===== src/rtl/nios2_oci_dct_packer.sv =====
// nios2_oci_dct_packer
// Direct-trace packer and sequencer for the OCI debug block. It packs 2-bit branch
// trace codes into a 30-bit buffer of up to 15 entries. Entry 0 is the oldest code.
// Each packet is {count, buffer} and goes to the trace-memory writer over a
// valid/ready handshake. The block also handles flush requests and the
// end-of-test drain.
//
// Optional feature: define NIOS2_OCI_DCT_DROP_CNT_EN to build a saturating
// counter of codes dropped in RUN. Without it, drop_cnt is tied to zero.
//
// Ports:
//   clk, reset_n    clock; asynchronous active-low reset
//   code_valid/code incoming trace code
//   flush_req       one-cycle pulse; emit the partial buffer
//   test_ending     level; start the end-of-test drain
//   out_valid/out_ready/out_data  packet handshake, data is {count, buffer}
//   dct_buffer/dct_count          live packing buffer and its entry count
//   overflow        sticky; a code was dropped in RUN
//   test_has_ended  sticky; the drain is complete
//   drop_cnt        number of dropped codes (optional feature)
module nios2_oci_dct_packer #(
   parameter int unsigned BUF_W  = 30,
   parameter int unsigned CODE_W = 2,
   parameter int unsigned CNT_W  = 4
) (
   input  logic                   clk,
   input  logic                   reset_n,
   input  logic                   code_valid,
   input  logic [CODE_W-1:0]      code,
   input  logic                   flush_req,
   input  logic                   test_ending,
   output logic                   out_valid,
   input  logic                   out_ready,
   output logic [CNT_W+BUF_W-1:0] out_data,
   output logic [BUF_W-1:0]       dct_buffer,
   output logic [CNT_W-1:0]       dct_count,
   output logic                   overflow,
   output logic                   test_has_ended,
   output logic [7:0]             drop_cnt
);

   localparam int unsigned MAX_CNT = BUF_W / CODE_W;
   localparam int unsigned OUT_W   = CNT_W + BUF_W;
   localparam int unsigned SH_W    = $clog2(BUF_W);

   typedef enum logic [1:0] {
      ST_RUN    = 2'd0,
      ST_ENDING = 2'd1,
      ST_ENDED  = 2'd2
   } state_t;

   state_t             state_q, state_d;
   logic [BUF_W-1:0]   buf_q, buf_d;
   logic [CNT_W-1:0]   cnt_q, cnt_d;
   logic               out_valid_q, out_valid_d;
   logic [OUT_W-1:0]   out_data_q, out_data_d;
   logic               overflow_q, overflow_d;
   logic               ended_q, ended_d;
   logic               flush_pending_q, flush_pending_d;

   logic               out_free_c;
   logic               full_c;
   logic               emit_c;
   logic               accept_c;
   logic               drop_c;
   logic [BUF_W-1:0]   base_buf_c;
   logic [CNT_W-1:0]   base_cnt_c;
   logic [SH_W-1:0]    shift_c;

   // Next-state logic for packing, output register, flush and drain sequencing
   always_comb begin
      state_d         = state_q;
      buf_d           = buf_q;
      cnt_d           = cnt_q;
      out_valid_d     = out_valid_q;
      out_data_d      = out_data_q;
      overflow_d      = overflow_q;
      ended_d         = ended_q;
      flush_pending_d = flush_pending_q;

      out_free_c = !out_valid_q || out_ready;
      full_c     = (cnt_q == CNT_W'(MAX_CNT));
      emit_c     = out_free_c &&
                   (full_c || ((flush_pending_q || state_q == ST_ENDING) && cnt_q != '0));
      // A code that arrives on an emit edge lands in the freshly cleared buffer
      accept_c   = code_valid && (state_q == ST_RUN) && (!full_c || emit_c);
      drop_c     = code_valid && (state_q == ST_RUN) && !accept_c;

      base_buf_c = emit_c ? '0 : buf_q;
      base_cnt_c = emit_c ? '0 : cnt_q;
      shift_c    = SH_W'(CODE_W * base_cnt_c);

      if (emit_c) begin
         out_data_d  = {cnt_q, buf_q};
         out_valid_d = 1'b1;
      end else if (out_valid_q && out_ready) begin
         out_valid_d = 1'b0;
      end

      buf_d = base_buf_c;
      cnt_d = base_cnt_c;
      if (accept_c) begin
         buf_d = base_buf_c | (BUF_W'(code) << shift_c);
         cnt_d = base_cnt_c + CNT_W'(1);
      end

      if (drop_c) begin
         overflow_d = 1'b1;
      end

      // A pending flush is retired by its emit or by finding the buffer empty
      if (flush_pending_q) begin
         flush_pending_d = !(emit_c || cnt_q == '0);
      end else begin
         flush_pending_d = flush_req;
      end

      case (state_q)
         ST_RUN: begin
            if (test_ending) begin
               state_d = ST_ENDING;
            end
         end
         ST_ENDING: begin
            if (cnt_q == '0 && !out_valid_q) begin
               state_d = ST_ENDED;
               ended_d = 1'b1;
            end
         end
         ST_ENDED: begin
            ended_d = 1'b1;
         end
         default: begin
            state_d = ST_RUN;
         end
      endcase
   end

   // State register
   always_ff @(posedge clk or negedge reset_n) begin
      if (!reset_n) begin
         state_q         <= ST_RUN;
         buf_q           <= '0;
         cnt_q           <= '0;
         out_valid_q     <= 1'b0;
         out_data_q      <= '0;
         overflow_q      <= 1'b0;
         ended_q         <= 1'b0;
         flush_pending_q <= 1'b0;
      end else begin
         state_q         <= state_d;
         buf_q           <= buf_d;
         cnt_q           <= cnt_d;
         out_valid_q     <= out_valid_d;
         out_data_q      <= out_data_d;
         overflow_q      <= overflow_d;
         ended_q         <= ended_d;
         flush_pending_q <= flush_pending_d;
      end
   end

`ifdef NIOS2_OCI_DCT_DROP_CNT_EN
   logic [7:0] drop_cnt_q, drop_cnt_d;

   // Saturating count of codes dropped in RUN
   always_comb begin
      drop_cnt_d = drop_cnt_q;
      if (drop_c && drop_cnt_q != 8'hFF) begin
         drop_cnt_d = drop_cnt_q + 8'd1;
      end
   end

   always_ff @(posedge clk or negedge reset_n) begin
      if (!reset_n) begin
         drop_cnt_q <= '0;
      end else begin
         drop_cnt_q <= drop_cnt_d;
      end
   end

   assign drop_cnt = drop_cnt_q;
`else
   assign drop_cnt = 8'd0;
`endif

   assign out_valid      = out_valid_q;
   assign out_data       = out_data_q;
   assign dct_buffer     = buf_q;
   assign dct_count      = cnt_q;
   assign overflow       = overflow_q;
   assign test_has_ended = ended_q;

endmodule

===== config.mk =====
export PLATFORM = sky130hd
export DESIGN_NAME = nios2_oci_dct_packer
export DESIGN_NICKNAME = d
export VERILOG_FILES = /design/src/rtl/nios2_oci_dct_packer.sv
export SDC_FILE = /design/constraint.sdc
export NUM_CORES = 1
export LEC_CHECK = 0
export ABC_AREA = 1
export CAP_MARGIN = 20
export CORE_UTILIZATION = 35
export CTS_CLUSTER_SIZE = 12
export DETAILED_ROUTE_END_ITERATION = 12
export SLEW_MARGIN = 20
export SYNTH_ARGS = -nofsm -noshare
export SYNTH_HDL_FRONTEND = slang
export SYNTH_SLANG_ARGS = --single-unit
export TNS_END_PERCENT = 5

===== constraint.sdc =====
create_clock -name clk -period 4.2 [get_ports clk]
set_input_delay 0.84 -clock clk [delete_from_list [all_inputs] [get_ports clk]]
set_output_delay 0.84 -clock clk [all_outputs]
set_load 0.02 [all_outputs]

==> run_results.csv, run 1 <==
group,metric,value,unit
synthesis,synthFlopType,"dfrtp_1",
worst_setup_path,startpoint,"out_ready",
detailed_routing,drt_iter0_markers,161,
synthesis,yosysMostFrequentCell,"nand2_1",
synthesis,synth-seq-area-share,60.61,%
clock_tree,clock-root-buffer,"clkbuf_8",
synthesis,async_reset_ff_share,100.0,%
detailed_routing,route.vias.total,2511,
placement,hpwl,4952,µm
grt,grt_max_degree,75,
synthesis,mappedNetlistArea,3055,µm²
power_and_ir_drop,p_clk_share,24.4,%
synthesis,synth_compound_area_share,6.306,%
final_layout,multi_input_area,992.2,µm²
final_layout,fin_area,4099,µm²
synthesis,synth_top_family_by_area,"simple AND/OR/NAND/NOR gates",
clock_tree,cts_max_level,3,
floorplan,coreArea,8341,µm²
worst_setup_path,end_kind,"flop",
timing,grt_setup_unrepaired,"false",
floorplan,die_area,9108,µm²
synthesis,yosysWarnings,0,
synthesis,synthAdderAreaFrac,0,%
worst_setup_path,critical_path.reg2reg.startpoint,"dct_count[2]$_DFF_PN0_",
placement,gp_congestion,0.8084,
power_and_ir_drop,p_seq_share,38.0,%
timing,slew_violations,0,
worst_setup_path,cp-start-kind,"input pin",
clock_tree,clkTransAtPathRegs,70,ps
clock_tree,cts_made_buffers,9,
worst_setup_path,crit_arrival,2850,ps
placement,portBuffers,78,
floorplan,fp.dieW,95.44,µm
synthesis,synth.largest_area_cell,"dfrtp_1",
clock_tree,cts.sinks,74,
grt,grt_pass1_vias,2442,
floorplan,placementRows,33,
floorplan,start_util,36.63,%
timing,setup_viol,0,
clock_tree,hold_buffers,0,
detailed_routing,route.detailed.wl_per_inst,13.31,µm
timing,skew,8.857,ps
clock_tree,cts_resized,0,
power_and_ir_drop,p_per_area,593.6,nW/µm²
worst_setup_path,critPathMaxFanout,33,
power_and_ir_drop,power.switching,0.9566,mW
synthesis,ys_seq_elements,74,
clock_tree,clk-insertion-delay-late,350,ps
clock_tree,cts_tree,"built",
grt,antenna_found_initial,0,
final_layout,layout-drive-gt1-share,6.944,%
detailed_routing,via_per_inst,4.676,
final_layout,nNetsFinal,435,
grt,grt_overflow,0,
floorplan,die_height,95.44,µm
placement,post_dp_cell_area,3889,µm²
timing,relSlewSlack,38.09,%
synthesis,synth_top_cells_by_count,"nand2_1, dfrtp_1, inv_1",
detailed_routing,firstDrtPassIters,4,
synthesis,ys_types,24,
final_layout,syn_to_final_growth,34.15,%
synthesis,synth-xor-area-share,0.2867,%
timing,fmax,388.2,MHz
detailed_routing,antenna_left,0,
timing,finalSetupTns,0,ps
hold_path,holdCritPathClass,"flop to flop",
power_and_ir_drop,leakage,2.022,nW
synthesis,synth.avg_cell_area,8.755,µm²
flow_run,maxCapViolCount,0,
status,status,"finished, final reports clean",
worst_setup_path,critPathKind,"input pin to flop",
floorplan,pin_count,87,
synthesis,synth_mux_area_share,0,%
timing,worst_pin_slew,928.6,ps
clock_tree,clk_path_buf_depth,2,
grt,grt_pass1_wl,11790,µm
power_and_ir_drop,internal-power,1.477,mW
detailed_routing,drc,0,
synthesis,netlist_instances,349,
final_layout,num_antenna_cells,0,
synthesis,synth_top_area_share,60.61,%
grt,grt_usage,17.18,%
clock_tree,postCtsSetupRepairBufs,0,
synthesis,yosys-top-cells-area,"dfrtp_1, nand2_1, inv_1",
timing,finalHoldViolCount,0,
timing,period_share,61.33,%
detailed_routing,drt_wl_total,7146,µm
synthesis,synth_enable_flop_cells,0,
worst_setup_path,required,4470,ps
power_and_ir_drop,sw_frac_of_total,39.31,%
final_layout,regArea,1852,µm²
hold_path,worstHoldStart,"test_has_ended$_DFFE_PN0P_",
timing,min_period,2576,ps
synthesis,synth-simple-area-share,24.77,%
final_layout,num-fill-cells,842,
power_and_ir_drop,pwr-share-comb,37.7,%
power_and_ir_drop,ir_drop,0.3110,mV
timing,hold_ws,477.5,ps
==> path summary, 6_finish.rpt <==
path                                         endpoint  slack [ps]  cells after the start
setup / recovery             dct_buffer[24]$_DFF_PN0_        1620                      8
hold / removal             test_has_ended$_DFFE_PN0P_         480                      1
setup reg to reg             dct_buffer[24]$_DFF_PN0_        1970                      9
hold reg to reg            test_has_ended$_DFFE_PN0P_         480                      1
max in group asynchronous      dct_count[2]$_DFF_PN0_        2970                      1
min in group asynchronous    out_data[29]$_DFFE_PN0P_         630                      1
==> cells in the final DEF (no fill, tap or decap) <==
master and count:
nand2_1 144, clkinv_4 1, conb_1 8, a21oi_2 2, clkdlybuf4s50_1 77, o21bai_1 1, nor2_4 1, buf_4 4
clkbuf_8 9, nor2_2 2, dfrtp_1 74, o22ai_1 9, a21oi_1 1, o21ai_0 20, or2_2 1, nand4_1 5
xor2_1 1, inv_1 27, bufinv_16 2, inv_2 3, clkinv_2 2, nor2_1 15, o21ai_1 2, clkbuf_1 2
nand2_2 3, nor3_1 1, nand3_1 15
==> cell families (layout without fill, tap and decap cells) <==
kind of cell | Yosys count | after routing
flip-flops | 74 | 74
AO/OA/AOI/OAI | 35 | 35
XOR/XNOR | 1 | 1
other | 1 | 8
buffers and inverters | 51 | 127
AND/OR/NAND/NOR | 187 | 187
==> final cells by class <==
type	count	share of cell area, %
timing repair buffer	81	19.54
clock inverter	5	1.923
tap	105	3.205
multi-input combinational	231	24.21
clock buffer	11	3.205
sequential	74	45.18
inverter	30	2.747
==> through the flow <==
step	util, %	total power [mW]	std cells	setup slack [ps]
after floorplan	-	1.525	356	2371
after global placement	46.62	1.861	521	1347
after detailed placement	46.62	1.861	521	1272
after CTS	49.14	2.457	537	1638
after global routing	49.14	2.599	537	1349
final	49.14	2.433	537	1624
==> critical path: stages <==
cell,delay (ps)
clkdlybuf4s50_1,400
nor2_1,280
inv_1,120
nand2_2,430
nand3_1,330
inv_2,230
nand2_1,90
o21ai_1,130
==> power groups by stage <==
stage | Sequential, mW | Clock (mW) | Combinational, mW
6_report | 0.924 | 0.593 | 0.917
2_1_floorplan | 1.04 | 0 | 0.487
3_3_place_gp | 0.939 | 0 | 0.922
4_1_cts | 0.926 | 0.607 | 0.924
3_5_place_dp | 0.938 | 0 | 0.922
5_1_grt | 0.940 | 0.638 | 1.02
==> registers in the layout, indices dropped and copies added, names as in the netlist <==
| signal | count |
|---|---|
| out_data | 34 |
| dct_buffer | 30 |
| dct_count | 4 |
| state_q | 2 |
| flush_pending_q | 1 |
| out_valid | 1 |
| overflow | 1 |
| test_has_ended | 1 |
==> routing by layer <==
layer | GRT usage (%) | wire length [µm] | up-vias
met3 | 4.067 | 364 | 13
met5 | 0 | 0 | -
met1 | 24.50 | 3382 | 1193
met2 | 25.71 | 3278 | 73
li1 | - | - | 1232
met4 | 5.597 | 120 | 0
No activity file was read; power rests on OpenSTA's default activity.
==> inputs of run 2 (changes only) <==
- clock period: 4.2 -> 2.6 ns (I/O delays scaled with it)
==> run_results.csv, run 2 (synthesis results as in run 1) <==
group,metric,value,unit
worst_setup_path,crit_family,"compound AO/OA/AOI/OAI gates",
detailed_routing,route.vias.total,2459,
final_layout,largest_reg_flops,34,
clock_tree,cts_resized,0,
detailed_routing,drc,0,
worst_setup_path,endpoint,"dct_buffer[23]$_DFF_PN0_",
final_layout,final_common_cell,"nand2_1",
grt,grt_usage,16.90,%
worst_setup_path,cp_slowest_stage_delay,550,ps
final_layout,layout_common_cells,"nand2_1, clkdlybuf4s50_1, dfrtp_1, inv_1, o21ai_0",
worst_setup_path,worst-path-stages,6,
worst_setup_path,cpMaxStageDelayCell,"a21oi_2",
timing,min_period,2063,ps
timing,setup_viol,0,
final_layout,fin_area,4141,µm²
power_and_ir_drop,ir_drop,0.5081,mV
clock_tree,clk_path_buf_depth,2,
timing,relSlewSlack,53.25,%
worst_setup_path,critical_path.reg2reg.startpoint,"dct_count[1]$_DFF_PN0_",
clock_tree,clock-root-buffer,"clkbuf_8",
hold_path,holdCritPathClass,"input pin to async pin",
grt,grt_max_degree,40,
detailed_routing,drt_iter0_markers,142,
worst_setup_path,critPathBufInv,2,
timing,fmax,484.6,MHz
worst_setup_path,ff2ff_path_depth,6,
clock_tree,clk-insertion-delay-late,340,ps
grt,use_met1,24.19,%
worst_setup_path,critPathKind,"flop to flop",
grt,globalRouteMet3Util,4.226,%
clock_tree,cts_made_buffers,9,
worst_setup_path,crit-reg2reg-capture,"dct_buffer[23]$_DFF_PN0_",
floorplan,placementRows,33,
final_layout,multi_input_area,992.2,µm²
clock_tree,cts_max_level,3,
floorplan,die_height,95.44,µm
detailed_routing,via_per_inst,4.545,
floorplan,fp.dieW,95.44,µm
clock_tree,cts_tree,"built",
status,status,"finished, final reports clean",
grt,met2_usage,25.12,%
timing,grt_setup_unrepaired,"false",
final_layout,num_antenna_cells,0,
placement,portBuffers,78,
grt,grt_pass1_wl,11660,µm
timing,finalSetupTns,0,ps
grt,grt_pass1_vias,2396,
grt,top_usage_layer,"met2",
power_and_ir_drop,leakage,2.045,nW
power_and_ir_drop,p_per_area,948.9,nW/µm²
timing,skew,11.32,ps
floorplan,pin_count,87,
timing,finalHoldViolCount,0,
worst_setup_path,cp-start-kind,"flop",
worst_setup_path,startpoint,"dct_count[1]$_DFF_PN0_",
timing,worst_pin_slew,701.3,ps
flow_run,maxCapViolCount,0,
clock_tree,cts.sinks,74,
final_layout,regArea,1852,µm²
final_layout,num-fill-cells,825,
timing,slew_violations,0,
worst_setup_path,crit_arrival,2280,ps
detailed_routing,route.detailed.wl_per_inst,12.93,µm
clock_tree,hold_buffers,0,
final_layout,syn_to_final_growth,35.54,%
detailed_routing,firstDrtPassIters,4,
grt,antenna_found_initial,0,
clock_tree,postCtsSetupRepairBufs,0,
floorplan,start_util,36.63,%
floorplan,coreArea,8341,µm²
worst_setup_path,r2r_slack,540,ps
worst_setup_path,required,2820,ps
placement,post_dp_cell_area,3939,µm²
detailed_routing,drt_wl_total,6994,µm
worst_setup_path,critPathMaxFanout,16,
timing,period_share,79.36,%
clock_tree,clkTransAtPathRegs,80,ps
worst_setup_path,end_kind,"flop",
grt,grt_overflow,0,
detailed_routing,antenna_left,0,
worst_setup_path,crit_path_cell_trace,"nand2_1 -> nor2_4 -> inv_2 -> a21oi_2 -> buf_4 -> o22ai_1",
placement,hpwl,5091,µm
final_layout,layout-drive-gt1-share,8.257,%
final_layout,nNetsFinal,440,
placement,gp_congestion,0.8337,
timing,hold_ws,135.8,ps
floorplan,die_area,9108,µm²
[run 2: changes by cell type in the layout (fill, tap and decap cells not counted)]
cell,change
buf_4,+4
clkbuf_1,-2
clkbuf_8,+2
buf_12,+1
bufinv_16,-1
clkinv_2,-1
clkinvlp_4,+1
[run 2: worst min path at each step]
stage,start,endpoint,slack (ps),cells after the start
floorplan,reset_n,dct_buffer[0]$_DFF_PN0_,220,0
global placement,test_has_ended$_DFFE_PN0P_,test_has_ended$_DFFE_PN0P_,460,1
detailed placement,overflow$_DFFE_PN0P_,overflow$_DFFE_PN0P_,460,1
CTS,reset_n,out_data[29]$_DFFE_PN0P_,150,1
global route,reset_n,out_data[5]$_DFFE_PN0P_,160,1
finish,reset_n,out_data[3]$_DFFE_PN0P_,140,1
[run 2: worst register-to-register path, cell delays in order (launching register included)]
cell     delay (ps)
dfrtp_1         480
nand2_1         200
nor2_4          190
inv_2            60
a21oi_2         550
buf_4           340
o22ai_1         110
[run 2: final cells by class]
cell class | instances | area share (%)
well taps | 105 | 3.172
multi-input cells | 231 | 23.96
clock buffers | 11 | 3.656
flip-flops and latches | 74 | 44.71
clock inverters | 4 | 1.239
inverters | 30 | 2.719
repair buffers | 86 | 20.54
[run 2: report_power, final]
group	total, mW	switching, mW	internal, mW
combinational	1.55	0.995	0.557
sequential	1.47	0.136	1.34
clock	0.904	0.413	0.490
total	3.93	1.54	2.39
[run 2: metal layers]
metal,share of wire (%),wire length [µm]
met4,1.0,72
met1,49,3436
met3,4.5,318
met2,45,3166
met5,0,0
[run 2: per-stage QoR]
| step | total power [mW] | setup slack [ps] | utilization [%] | instances |
|---|---|---|---|---|
| finish | 3.930 | 536.5 | 49.66 | 541 |
| CTS | 3.976 | 504.6 | 49.66 | 541 |
| floorplan | 2.463 | 989.3 | - | 356 |
| global placement | 3.057 | 253.1 | 47.22 | 526 |
| global route | 4.197 | 330.9 | 49.66 | 541 |
| detailed placement | 3.064 | 233.7 | 47.22 | 526 |
==> patch (settings of run 2) <==
`out_data_q` no longer has a reset.
--- a/src/rtl/nios2_oci_dct_packer.sv
+++ b/src/rtl/nios2_oci_dct_packer.sv
@@ -145,3 +145,2 @@
          out_valid_q     <= 1'b0;
-         out_data_q      <= '0;
          overflow_q      <= 1'b0;
@@ -154,3 +153,2 @@
          out_valid_q     <= out_valid_d;
-         out_data_q      <= out_data_d;
          overflow_q      <= overflow_d;
@@ -159,2 +157,6 @@
       end
+   end
+
+   always_ff @(posedge clk) begin
+      out_data_q <= out_data_d;
    end
Formal check against the unedited RTL: differs if reset_n is asserted again (counterexample within 4 cycles, from zero or initial values and one cycle with reset_n low); with reset_n held inactive, the same outputs for 10 cycles.
==> patch against run 2 <==
  * Worst setup slack worse by 130 ps
  * Hold slack better by 150 ps
  * Area after synthesis down 6.5%
  * Critical path type is now register to output port
  * Highest routed layer unchanged
  * Global-route usage down 2.0 points
  * Sequential power up 26%
  * Design area down 5.3%
  * Total power up 16%
  * Largest power group is now registers
  * Routed wire length down 17%
  * Sequential cell count unchanged
==> patch: results (changes against run 2) <==
----------------------------------------------------
[Clock tree]
  H-Tree Depth ... 3 (unchanged)
  Worst-case clock buffer depth ... 2 (unchanged)
  Number of CTS-inserted buffers ... 9 (unchanged)
  Register clock-pin slew on the reported worst setup and hold paths ... 80 ps (about the same)
  Total of cells resized after clock tree synthesis ... 0 (unchanged)
  Buffer count from post-CTS setup fixing ... 0 (unchanged)
  Library cell used as clock root buffer ... clkbuf_8
  Clock network latency to the later pin of the worst-skew pair ... 350 ps

[Synthesis]
  Yosys cell types ... 28 (+17%)
  Synth top cells by count ... nand2_1 (70), dfrtp_1 (40), edfxtp_1 (34)
  Cells taking the most area after synthesis ... edfxtp_1 (36%), dfrtp_1 (35%), nand2_1 (9.2%)
  Yosys warning total ... 0 (unchanged)
  Share of synthesized area occupied by flip-flops and latches ... 70.78% (+10 points)
  Number of synthesized flops with an enable pin ... 34 (+34)
  Proportion of register bits with asynchronous set or reset after synthesis ... 54.05% (-46 points)
  Most instantiated flip-flop cell in the synthesis netlist ... dfrtp_1

[Critical path]
  CP arrival ... 1670 ps (-610 ps)
  Peak fanout along the critical path ... 11 (-5)
  Largest stage delay on the critical path ... 700 ps (+150 ps)
  Cell with the largest stage delay on the worst path ... clkdlybuf4s50_1
  Family of cells with the greatest summed delay on the critical path ... buffers and inverters

[Power and ir drop]
  Max IR drop VDD ... 0.4533 mV (-11%)
  Static leakage ... 0.001679 µW (-18%)

[GRT]
  Pin count of the biggest net entering global routing ... 41 (+2.5%)
  Antenna violations before repair ... 0 (unchanged)
  Vias in the first global route ... 1,913 (-20%)
  First-pass GRT wire length ... 9618 µm (-18%)
  Total global-route track usage ... 14.94% (-2.0 points)

[Status]
  Run status ... finished clean

[Place]
  # port buffers ... 78 (unchanged)
  Final weighted congestion in routability-driven placement ... 0.8215 (-1.5%)
  Post-DP HPWL ... 4013 µm (-21%)

[Routing]
  Via density ... 4.546 (about the same)
  Total Wirelength ... 5833 µm (-17%)
  First DRT Iteration DRCs ... 118 (-17%)
  First-pass detailed-route iteration total ... 6 (+2)

[Layout]
  Nets ... 337 (-23%)
  Number of flip-flops in the largest register ... 34 (unchanged)
  Diode insertion count for antenna repair ... 0 (unchanged)
  Fill cell instance count of the final layout ... 752 (-8.8%)
  Share of layout cells above drive strength 1 ... 9.880% (+1.6 points)

[Timing]
  Worst slew margin relative to its limit ... 41.61% (-12 points)
  Max Clock Skew ... 5.788 ps (-5.528 ps)

[Hold path]
  Class of the worst hold path ... input pin to asynchronous set/reset pin

----------------------------------------------------
[patch: changes by cell type after synthesis, sizes merged, moves of 3 or more]
cell    change
edfxtp     +34
nor2        -3
inv        -12
dfrtp      -34
nand2      -73
buf         -5
o22ai       -9
[patch: kinds of logic after synthesis]
kind of cell,Yosys count,share of synthesized area (%)
other cells,1,0.1313
xor+xnor,1,0.3067
flops,74,70.78
simple gates,112,18.09
buf+inv,33,5.913
compound gates,24,4.775
[patch: layer usage]
| layer | wire (µm) | vias to the layer above | GRT usage, % |
|---|---|---|---|
| li1 | - | 967 | - |
| met1 | 2695 | 924 | 19.82 |
| met2 | 2608 | 81 | 22.10 |
| met5 | 0 | - | 0 |
| met4 | 116 | 0 | 8.333 |
| met3 | 412 | 10 | 4.105 |
[patch: where the power goes]
| part | internal (µW) | switching (µW) | leakage [µW] | total, µW |
|---|---|---|---|---|
| sequential | 1670 | 181 | 0.000866 | 1850 |
| clock | 441 | 425 | 0.0000970 | 866 |
| combinational | 717 | 1120 | 0.000716 | 1830 |
[patch: stage by stage]
step           instance area (µm²)  utilization, %  power (µW)  cells  worst slack [ps]
3_3_place_gp                  3729           47.76        3708    420             343.5
4_1_cts                       3921           50.22        4612    436             381.2
3_5_place_dp                  3729           47.76        3730    420             329.0
5_1_grt                       3921           50.22        4814    436             332.3
2_1_floorplan                 2887               -        2913    252             219.9
6_report                      3921           50.22        4546    436             408.7
[patch: path summary, 6_finish.rpt]
| kind | from | to | slack, ps | depth (start not counted) |
|---|---|---|---|---|
| min reg2reg | test_has_ended$_DFFE_PN0P_ | test_has_ended$_DFFE_PN0P_ | 470 | 1 |
| max in group asynchronous | reset_n | dct_buffer[5]$_DFF_PN0_ | 1760 | 1 |
| max reg2reg | dct_count[2]$_DFF_PN0_ | dct_buffer[25]$_DFF_PN0_ | 630 | 9 |
| max | dct_count[2]$_DFF_PN0_ | dct_count[2] | 410 | 1 |
| min in group clk | test_has_ended$_DFFE_PN0P_ | test_has_ended$_DFFE_PN0P_ | 470 | 1 |
| min | reset_n | dct_buffer[22]$_DFF_PN0_ | 280 | 1 |
[patch: area by class of cell]
type	instances	share of cell area, %
Clock buffer	9	3.159
Clock inverter	7	1.755
Inverter	19	1.851
Multi-Input combinational cell	145	17.93
Sequential cell	74	51.56
Tap cell	102	3.255
Timing Repair Buffer	80	20.48
